**src/rtl/conv_frame_sequencer.sv**
```systemverilog
// conv_frame_sequencer
// Frame-level scheduler above the convolution controller. It optionally
// requests a coefficient load, then streams HEIGHT x WIDTH samples from the
// upstream FIFO with a row-boundary pulse between rows. It also tracks the
// row/column position, detects a stalled controller and reports completion.
// Outputs are registered copies of the next-state decode, so they never
// depend combinationally on inputs.

module conv_frame_sequencer #(
  parameter int WIDTH   = 8,
  parameter int HEIGHT  = 8,
  parameter int TIMEOUT = 255,
  localparam int CW = (WIDTH  > 1) ? $clog2(WIDTH)  : 1,
  localparam int RW = (HEIGHT > 1) ? $clog2(HEIGHT) : 1,
  localparam int TW = $clog2(TIMEOUT + 1)
) (
  input  logic          clk,
  input  logic          rst,
  input  logic          start,
  input  logic          coeff_reload,
  input  logic          abort,
  input  logic          fifo_empty,
  input  logic          modwait,
  output logic          fifo_rd,
  output logic          sample_load_en,
  output logic          coeff_load_en,
  output logic          new_row,
  output logic          busy,
  output logic          frame_done,
  output logic          err,
  output logic [RW-1:0] row_idx,
  output logic [CW-1:0] col_idx
);

  typedef enum logic [2:0] {
    ST_IDLE       = 3'd0,
    ST_COEFF_REQ  = 3'd1,
    ST_SAMPLE_ARM = 3'd2,
    ST_SAMPLE_REQ = 3'd3,
    ST_GUARD      = 3'd4,
    ST_WAIT       = 3'd5,
    ST_ROW_END    = 3'd6,
    ST_DONE       = 3'd7
  } state_t;

  // Kind of request the controller is currently working on; resolved in WAIT.
  typedef enum logic [1:0] {
    PD_NONE   = 2'd0,
    PD_COEFF  = 2'd1,
    PD_SAMPLE = 2'd2,
    PD_ROW    = 2'd3
  } pend_t;

  localparam logic [CW-1:0] COL_LAST = CW'(WIDTH - 1);
  localparam logic [RW-1:0] ROW_LAST = RW'(HEIGHT - 1);
  localparam logic [TW-1:0] TMO_LAST = TW'(TIMEOUT - 1);

  state_t        r_state;
  state_t        w_state_nxt;
  pend_t         r_pend;
  logic [CW-1:0] r_col;
  logic [RW-1:0] r_row;
  logic [TW-1:0] r_tmo;
  logic          r_err;
  logic          r_sample;
  logic          r_coeff;
  logic          r_new_row;
  logic          r_busy;
  logic          r_done;
  logic          w_start_acc;
  logic          w_tmo_hit;
  logic          w_smp_done;

  // State register.
  always_ff @(posedge clk or posedge rst) begin
    if (rst) begin
      r_state <= ST_IDLE;
    end else begin
      r_state <= w_state_nxt;
    end
  end

  // Next-state decode; abort overrides every state, including IDLE with start.
  always_comb begin
    w_state_nxt = r_state;
    w_start_acc = 1'b0;
    w_tmo_hit   = 1'b0;
    w_smp_done  = 1'b0;
    if (abort) begin
      w_state_nxt = ST_IDLE;
    end else begin
      case (r_state)
        ST_IDLE: begin
          if (start) begin
            w_start_acc = 1'b1;
            w_state_nxt = coeff_reload ? ST_COEFF_REQ : ST_SAMPLE_ARM;
          end else begin
            w_state_nxt = ST_IDLE;
          end
        end
        ST_COEFF_REQ:  w_state_nxt = ST_GUARD;
        ST_SAMPLE_ARM: begin
          if (!fifo_empty) begin
            w_state_nxt = ST_SAMPLE_REQ;
          end else begin
            w_state_nxt = ST_SAMPLE_ARM;
          end
        end
        ST_SAMPLE_REQ: w_state_nxt = ST_GUARD;
        // modwait is not looked at here: the controller's busy flag lags a cycle.
        ST_GUARD:      w_state_nxt = ST_WAIT;
        ST_WAIT: begin
          if (!modwait) begin
            if (r_pend == PD_SAMPLE) begin
              w_smp_done = 1'b1;
              if (r_col == COL_LAST) begin
                w_state_nxt = (r_row == ROW_LAST) ? ST_DONE : ST_ROW_END;
              end else begin
                w_state_nxt = ST_SAMPLE_ARM;
              end
            end else begin
              w_state_nxt = ST_SAMPLE_ARM;
            end
          end else if (r_tmo == TMO_LAST) begin
            w_tmo_hit   = 1'b1;
            w_state_nxt = ST_IDLE;
          end else begin
            w_state_nxt = ST_WAIT;
          end
        end
        ST_ROW_END:    w_state_nxt = ST_GUARD;
        ST_DONE:       w_state_nxt = ST_IDLE;
        default:       w_state_nxt = ST_IDLE;
      endcase
    end
  end

  // Position, timeout and pending-request bookkeeping; abort keeps err.
  always_ff @(posedge clk or posedge rst) begin
    if (rst) begin
      r_row  <= {RW{1'b0}};
      r_col  <= {CW{1'b0}};
      r_tmo  <= {TW{1'b0}};
      r_err  <= 1'b0;
      r_pend <= PD_NONE;
    end else if (abort) begin
      r_row  <= {RW{1'b0}};
      r_col  <= {CW{1'b0}};
      r_tmo  <= {TW{1'b0}};
      r_pend <= PD_NONE;
    end else begin
      if (w_start_acc) begin
        r_row <= {RW{1'b0}};
        r_col <= {CW{1'b0}};
        r_err <= 1'b0;
      end else if (w_tmo_hit) begin
        r_err <= 1'b1;
      end
      if (w_smp_done) begin
        r_col <= (r_col == COL_LAST) ? {CW{1'b0}} : r_col + CW'(1);
      end
      if (r_state == ST_ROW_END) begin
        r_row <= r_row + RW'(1);
      end
      // GUARD is the only way into WAIT, so clearing there means "on entry".
      if (r_state == ST_GUARD) begin
        r_tmo <= {TW{1'b0}};
      end else if (r_state == ST_WAIT) begin
        r_tmo <= r_tmo + TW'(1);
      end
      case (r_state)
        ST_COEFF_REQ:  r_pend <= PD_COEFF;
        ST_SAMPLE_REQ: r_pend <= PD_SAMPLE;
        ST_ROW_END:    r_pend <= PD_ROW;
        default:       r_pend <= r_pend;
      endcase
    end
  end

  // Registered Moore outputs decoded from the state being entered.
  always_ff @(posedge clk or posedge rst) begin
    if (rst) begin
      r_sample  <= 1'b0;
      r_coeff   <= 1'b0;
      r_new_row <= 1'b0;
      r_busy    <= 1'b0;
      r_done    <= 1'b0;
    end else begin
      r_sample  <= (w_state_nxt == ST_SAMPLE_REQ);
      r_coeff   <= (w_state_nxt == ST_COEFF_REQ);
      r_new_row <= (w_state_nxt == ST_ROW_END);
      r_busy    <= (w_state_nxt != ST_IDLE);
      r_done    <= (w_state_nxt == ST_DONE);
    end
  end

  assign fifo_rd        = r_sample;
  assign sample_load_en = r_sample;
  assign coeff_load_en  = r_coeff;
  assign new_row        = r_new_row;
  assign busy           = r_busy;
  assign frame_done     = r_done;
  assign err            = r_err;
  assign row_idx        = r_row;
  assign col_idx        = r_col;

endmodule

```
**config.mk**
```make
export PLATFORM = sky130hd
export DESIGN_NAME = conv_frame_sequencer
export DESIGN_NICKNAME = d
export VERILOG_FILES = /design/src/rtl/conv_frame_sequencer.sv
export SDC_FILE = /design/constraint.sdc
export NUM_CORES = 1
export LEC_CHECK = 0
export ABC_CLOCK_PERIOD_IN_PS = 1950
export BUFFER_PORTS_ARGS = -buffer_cell sky130_fd_sc_hd__buf_2
export CAP_MARGIN = 5
export CELL_PAD_IN_SITES_DETAIL_PLACEMENT = 0
export CELL_PAD_IN_SITES_GLOBAL_PLACEMENT = 2
export CORE_MARGIN = 2
export CORE_UTILIZATION = 34
export DETAILED_ROUTE_END_ITERATION = 6
export PLACE_DENSITY = 0.85
export SLEW_MARGIN = 20
export SYNTH_ARGS = -nofsm -noshare
export SYNTH_HDL_FRONTEND = slang
export SYNTH_SLANG_ARGS = --single-unit
```
**constraint.sdc**
```tcl
create_clock -name clk -period 1.95 [get_ports clk]
set_input_delay 0.39 -clock clk [delete_from_list [all_inputs] [get_ports clk]]
set_output_delay 0.39 -clock clk [all_outputs]
set_load 0.01 [all_outputs]
```
After elaboration in Yosys (flattened, before gate mapping)
Index checks and enable logic that the tools add are counted.
{"block": "totals", "regBits": 25, "output_inout_bits": 13, "wordCells": 73, "input_bits": 7}
{"block": "classes", "add_sub_neg": 3, "n_mux": 34, "bitwise_logic": 1, "n_reduce_logical": 9, "n_eq_ne": 15}
{"operator": "3-bit 2-to-1 mux", "n": 11}
{"operator": "3-bit == test (second input constant)", "n": 8}
{"operator": "8-bit 2-to-1 mux", "n": 3}
{"operator": "3-bit one-hot mux with 6 select lines", "n": 1}
{"operator": "1-bit 2-to-1 mux", "n": 15}
{"operator": "3-bit nonzero test", "n": 4}
{"operator": "3-bit by 2-bit == test with 1-bit output (second input constant)", "n": 3}
{"operator": "8-bit by 1-bit adder with 8-bit output (second input constant)", "n": 1}
{"operator": "8-bit == test (second input constant)", "n": 1}
{"operator": "3-bit by 1-bit adder with 3-bit output (second input constant)", "n": 2}
{"operator": "3-bit by 1-bit == test with 1-bit output (second input constant)", "n": 2}
{"operator": "2-bit 2-to-1 mux", "n": 3}
{"operator": "2-bit one-hot mux with 3 select lines", "n": 1}
{"operator": "4-bit nonzero test", "n": 1}
{"operator": "3-bit logical NOT", "n": 1}
{"operator": "3-bit OR reduction", "n": 1}
{"operator": "2-bit == test (second input constant)", "n": 1}
{"operator": "2-bit AND reduction", "n": 1}
{"operator": "2-bit nonzero test", "n": 1}
{"operator": "1-bit NOT", "n": 1}

Depth between registers and ports, before layout
{"block": "logic_depth", "ltp_word": 8, "depth_mapped": 6, "mapped_depth_nobuf": 6}

Worst setup path before layout
OpenSTA, ideal clock, no wires.
{"block": "synth_path", "path_type": "register to register", "from": "register r_state[1]", "to": "register r_col[0] (netlist: col_idx[0])", "path_buffers": 1, "required_time_ns": 1.822, "setup_time_ns": 0.128, "synth_period_minus_slack_ns": 1.446, "setup_slack_ns": 0.504, "arrival_ns": 1.318, "stages_incl_launch_ff": 6, "path_cell_list": "dfrtp_1 -> nand2b_1 -> or4b_1 -> buf_2 -> nand3_1 -> o31ai_2"}
{"block": "synth_via", "elab_chain_len": 5, "elab_cells_between_ends": 9, "classes_between": "1 x eq/ne; 6 x mux; 2 x reduce/logical"}
{"element": "from (decl)", "line_no": "58", "rtl": "state_t r_state;"}
{"element": "from (signal assigned)", "line_no": "79", "rtl": "r_state <= w_state_nxt;"}
{"element": "3-bit == test", "line_no": "92", "rtl": "case (r_state)"}
{"element": "1-bit 2-to-1 mux", "line_no": "92"}
{"element": "1-bit 2-to-1 mux", "line_no": "89", "rtl": "if (abort) begin"}
{"element": "3-bit 2-to-1 mux", "line_no": "159", "rtl": "if (w_smp_done) begin"}
{"element": "3-bit 2-to-1 mux", "line_no": "146", "rtl": "end else if (abort) begin"}
{"element": "to (signal assigned)", "line_no": "148", "rtl": "r_col <= {CW{1'b0}};"}
{"element": "to (signal assigned)", "line_no": "154", "rtl": "r_col <= {CW{1'b0}};"}
{"element": "to (signal assigned)", "line_no": "160", "rtl": "r_col <= (r_col == COL_LAST) ? {CW{1'b0}} : r_col + CW'(1);"}
{"element": "to (decl)", "line_no": "61", "rtl": "logic [CW-1:0] r_col;"}
Several ways; a longest one is shown, not always the timed one.
A chain may end at the register's enable or synchronous reset.

Worst setup path after layout
Ends and elaborated chain as after synthesis.

==> summary.md <==
| Metric | Value |
|---|---|
| Status | finished clean |
| Post-CTS Setup Bufs | 0 |
| Worst reg2reg endpoint | col_idx[0] |
| Final worst-path cycle share | 86.92% |
| Most used DFF post-synth | dfrtp_1 |
| All-Layer GR Usage | 15.82% |
| Vias | 1,125 |
| Hold Vio Cnt, Final | 0 |
| Avg Synthesized Cell Area | 9.219 µm² |
| Final Non-Filler Cells | 214 |
| Placed cell areas | 0.001495 mm² |
| Crit path DAT | 1.84 ns |
| Post-Syn Area | 0.001328 mm² |
| Clk Latency, worst-skew pair | 0.26 ns |
| Synth-to-Final Area Change | 16.12% |
| Gpl congestion | 0.7899 |
| Met2 WL | 1.419 mm |
| CTS resizes | 0 |
| Core Area | 0.003716 mm² |
| Port Buf Inserts | 19 |
| Register bit total from synthesis | 25 |
| FF-to-FF Start | r_state[1] |
| Post-DR vias/cell | around 5.3 |
| Comb power frac | 23.1% |
| Slew @ Worst Pin | 0.3666 ns |
| Area contributors post-synth | dfrtp_1 47%, ha_1 5.7%, nor2_1 4.2% |
| Synth area leader | dfrtp_1 |
| Iter 0 DRT Violations | 39 |
| CP endpoint kind | flop |
| # rows | 22 |
| Half-perimeter wire length after detailed placement | 2.250 mm |
| Antenna Cells | 0 |
| Internal power | 0.0007983 W |
| Die Ht | 66.49 µm |
| Routed Wire Length | about 3 mm |
| Slew Limit Fails | 0 |
| Pwr Density | around 750 mW/mm² |
| Clock net sink count | 25 |
| Remaining Overflow, GRT | 0 |
| Max_slew headroom | 75.51% |
| LEAKAGE | 0.7354 nW |
| DIE AREA | 0.004420 mm² |
| RSZ-0062 raised after global routing | no |
| Switching share of power | 30.85% |
| Critical Path Start Type | flop |
| YS warnings | 0 |
| Largest net degree at the start of global routing | 26 |
| Worst min-delay path class | in -> async |
| Fmax | 590.0 MHz |
| Setup CP Type | reg -> reg |
| DR WL/cell | 14.23 µm |
| Vias in the first global route | roughly 1,100 |
| Nets | 180 |
| P_sw | 0.0003561 W |
| TritonCTS Buffers | 3 |
| Reg2reg setup slack | 0.25 ns |
| Sequential share of the synthesized area | between 40% and 50% |
| Max Cap Viol | 0 |
| Setup Viol. Count Final | 0 |
| Met3 WL | 127 µm |
| Cts hold-fix bufs | 0 |
| Number of synthesized flops with an enable pin | 0 |
| Post-route cell area | 0.001541 mm² |
| Flop pwr share | 50.8% |
| Worst reg2reg path depth | 4 |
| Residual DRC count | 0 |
| Power, Total | 0.001154 W |
| First-pass GRT wire length | 5.333 mm |
| Pre-CTS setup slack | 0.2637 ns |
| Max Fanout on Critical Path | 11 |
| Post-route ant nets | 0 |
| Synth top area share | 47.13% |
| Maximum vdd drop | 0.0002725 V |
| Syn_nets | 157 |
| DR top layer | met4 |
| Clock root buffer | clkbuf_8 |
| DRT met1 WL | approximately 1.5 mm |
| Clock skew | 0.005983 ns |
| Post-route minimum period | roughly 1.7 ns |
| # H-tree levels | 1 |
| Starting Density | 35.72% |
| Initial antenna violation count | 0 |
| Clock Power Share | 26.0% |
| PnR worst setup slack | ~0.25 ns |
| Pre-Repair DR Iteration Count | 4 |
| Ys async rst share | 100.0% |
| Clock Tree Buf Depth | 2 |
| Placed Cells incl. Taps | 210 |
| Clock edge transition at the registers on the reported setup and hold paths | roughly 0.09 ns |
| Library cells used by synthesis | 36 |
| Post-Synthesis Cells | 144 |
| Ports | 20 |
| Setup TNS | 0 ns |
| CTS tree | built |
| Crit path required time | roughly 2.1 ns |
| Layout cell share with drive strength beyond 1 | 18.67% |
| Die X | 66.49 µm |
==> final cells by class <==
cell class                      instances  area, µm²
Timing Repair Buffer                   25      140.1
Tap cell                               48      60.06
Clock inverter                          1      5.005
Clock buffer                            3      41.29
Sequential cell                        25      625.6
Inverter                               10      37.54
Multi-Input combinational cell        102      631.9
Fill cell                             377       2175
==> flip-flops by register name, summed over array words and instances, names as in the netlist <==
signal / flops
frame_done: 1
new_row: 1
r_state: 3
r_tmo: 8
col_idx: 3
fifo_rd: 1
r_pend: 2
coeff_load_en: 1
busy: 1
row_idx: 3
err: 1
==> worst max-delay path, cell delays in order (launching register included) <==
cell      delay (ns)
dfrtp_1         0.51
nand2b_1        0.21
or4b_1          0.63
nand3_1         0.16
o31ai_2         0.07
==> synth_stat cells, types with 2 or more instances <==
| master | number |
|---|---|
| clkbuf_1 | 3 |
| ha_1 | 6 |
| a21oi_1 | 10 |
| nand2b_1 | 2 |
| nor2b_1 | 3 |
| and4_1 | 2 |
| nor3_1 | 4 |
| a22oi_1 | 3 |
| o21ai_1 | 2 |
| o21ai_0 | 11 |
| and3_1 | 3 |
| nand3_1 | 9 |
| dfrtp_1 | 25 |
| nor2_1 | 15 |
| buf_2 | 2 |
| a211oi_1 | 3 |
| nand2_1 | 9 |
| xnor2_1 | 4 |
| inv_1 | 10 |
| and2_1 | 2 |
==> power groups by stage <==
stage | Combinational, W | Clock [W] | Sequential (W)
global placement | 0.000269 | 0 | 0.000596
finish | 0.000267 | 0.000300 | 0.000587
floorplan | 0.000182 | 0 | 0.000588
global route | 0.000298 | 0.000333 | 0.000594
CTS | 0.000268 | 0.000310 | 0.000586
detailed placement | 0.000266 | 0 | 0.000598
==> layout by cell type (no fill, tap or decap), drive strengths merged, types with 2 or more instances in the layout <==
cell	netlist	layout
nand2	9	9
a211oi	3	3
and4	2	2
a22oi	3	3
nor2	15	15
nand2b	2	2
inv	10	10
nand3	9	9
nor2b	3	3
o21ai	13	13
ha	6	6
clkbuf	3	3
and3	3	3
and2	2	2
a21oi	10	10
dfrtp	25	25
nor3	4	4
buf	4	25
xnor2	4	4
==> how the worst max path moves through the flow <==
stage               cells after the start        from          to
global route                            4  r_state[1]  col_idx[0]
global placement                        5       abort  col_idx[0]
finish                                  4  r_state[1]  col_idx[0]
floorplan                               5  r_state[1]  col_idx[0]
detailed placement                      5       abort  col_idx[0]
CTS                                     4  r_state[1]  col_idx[0]
==> layer usage <==
| layer | vias to the layer above | track usage (%) |
|---|---|---|
| met2 | 27 | 26.25 |
| met4 | 0 | 3.827 |
| li1 | 555 | - |
| met5 | - | 0 |
| met1 | 539 | 21.54 |
| met3 | 4 | 2.534 |
==> kinds of logic after synthesis <==
group	Yosys count	share of synthesized area, %
buffers and inverters	17	5.278
and+or+nand+nor	53	20.08
muxes	1	0.7540
DFF	25	47.13
adders and majority gates	6	5.655
xor gates and xnor gates	4	2.639
AOI/OAI and AO/OA	38	18.47
==> stage by stage <==
step                util (%)  hold slack [ns]
global placement       40.24           0.4590
CTS                    41.48           0.1674
global route           41.48           0.1921
detailed placement     40.24           0.4559
finish                 41.48           0.1613
floorplan                  -           0.4173
(Power assumes the default switching activity.)
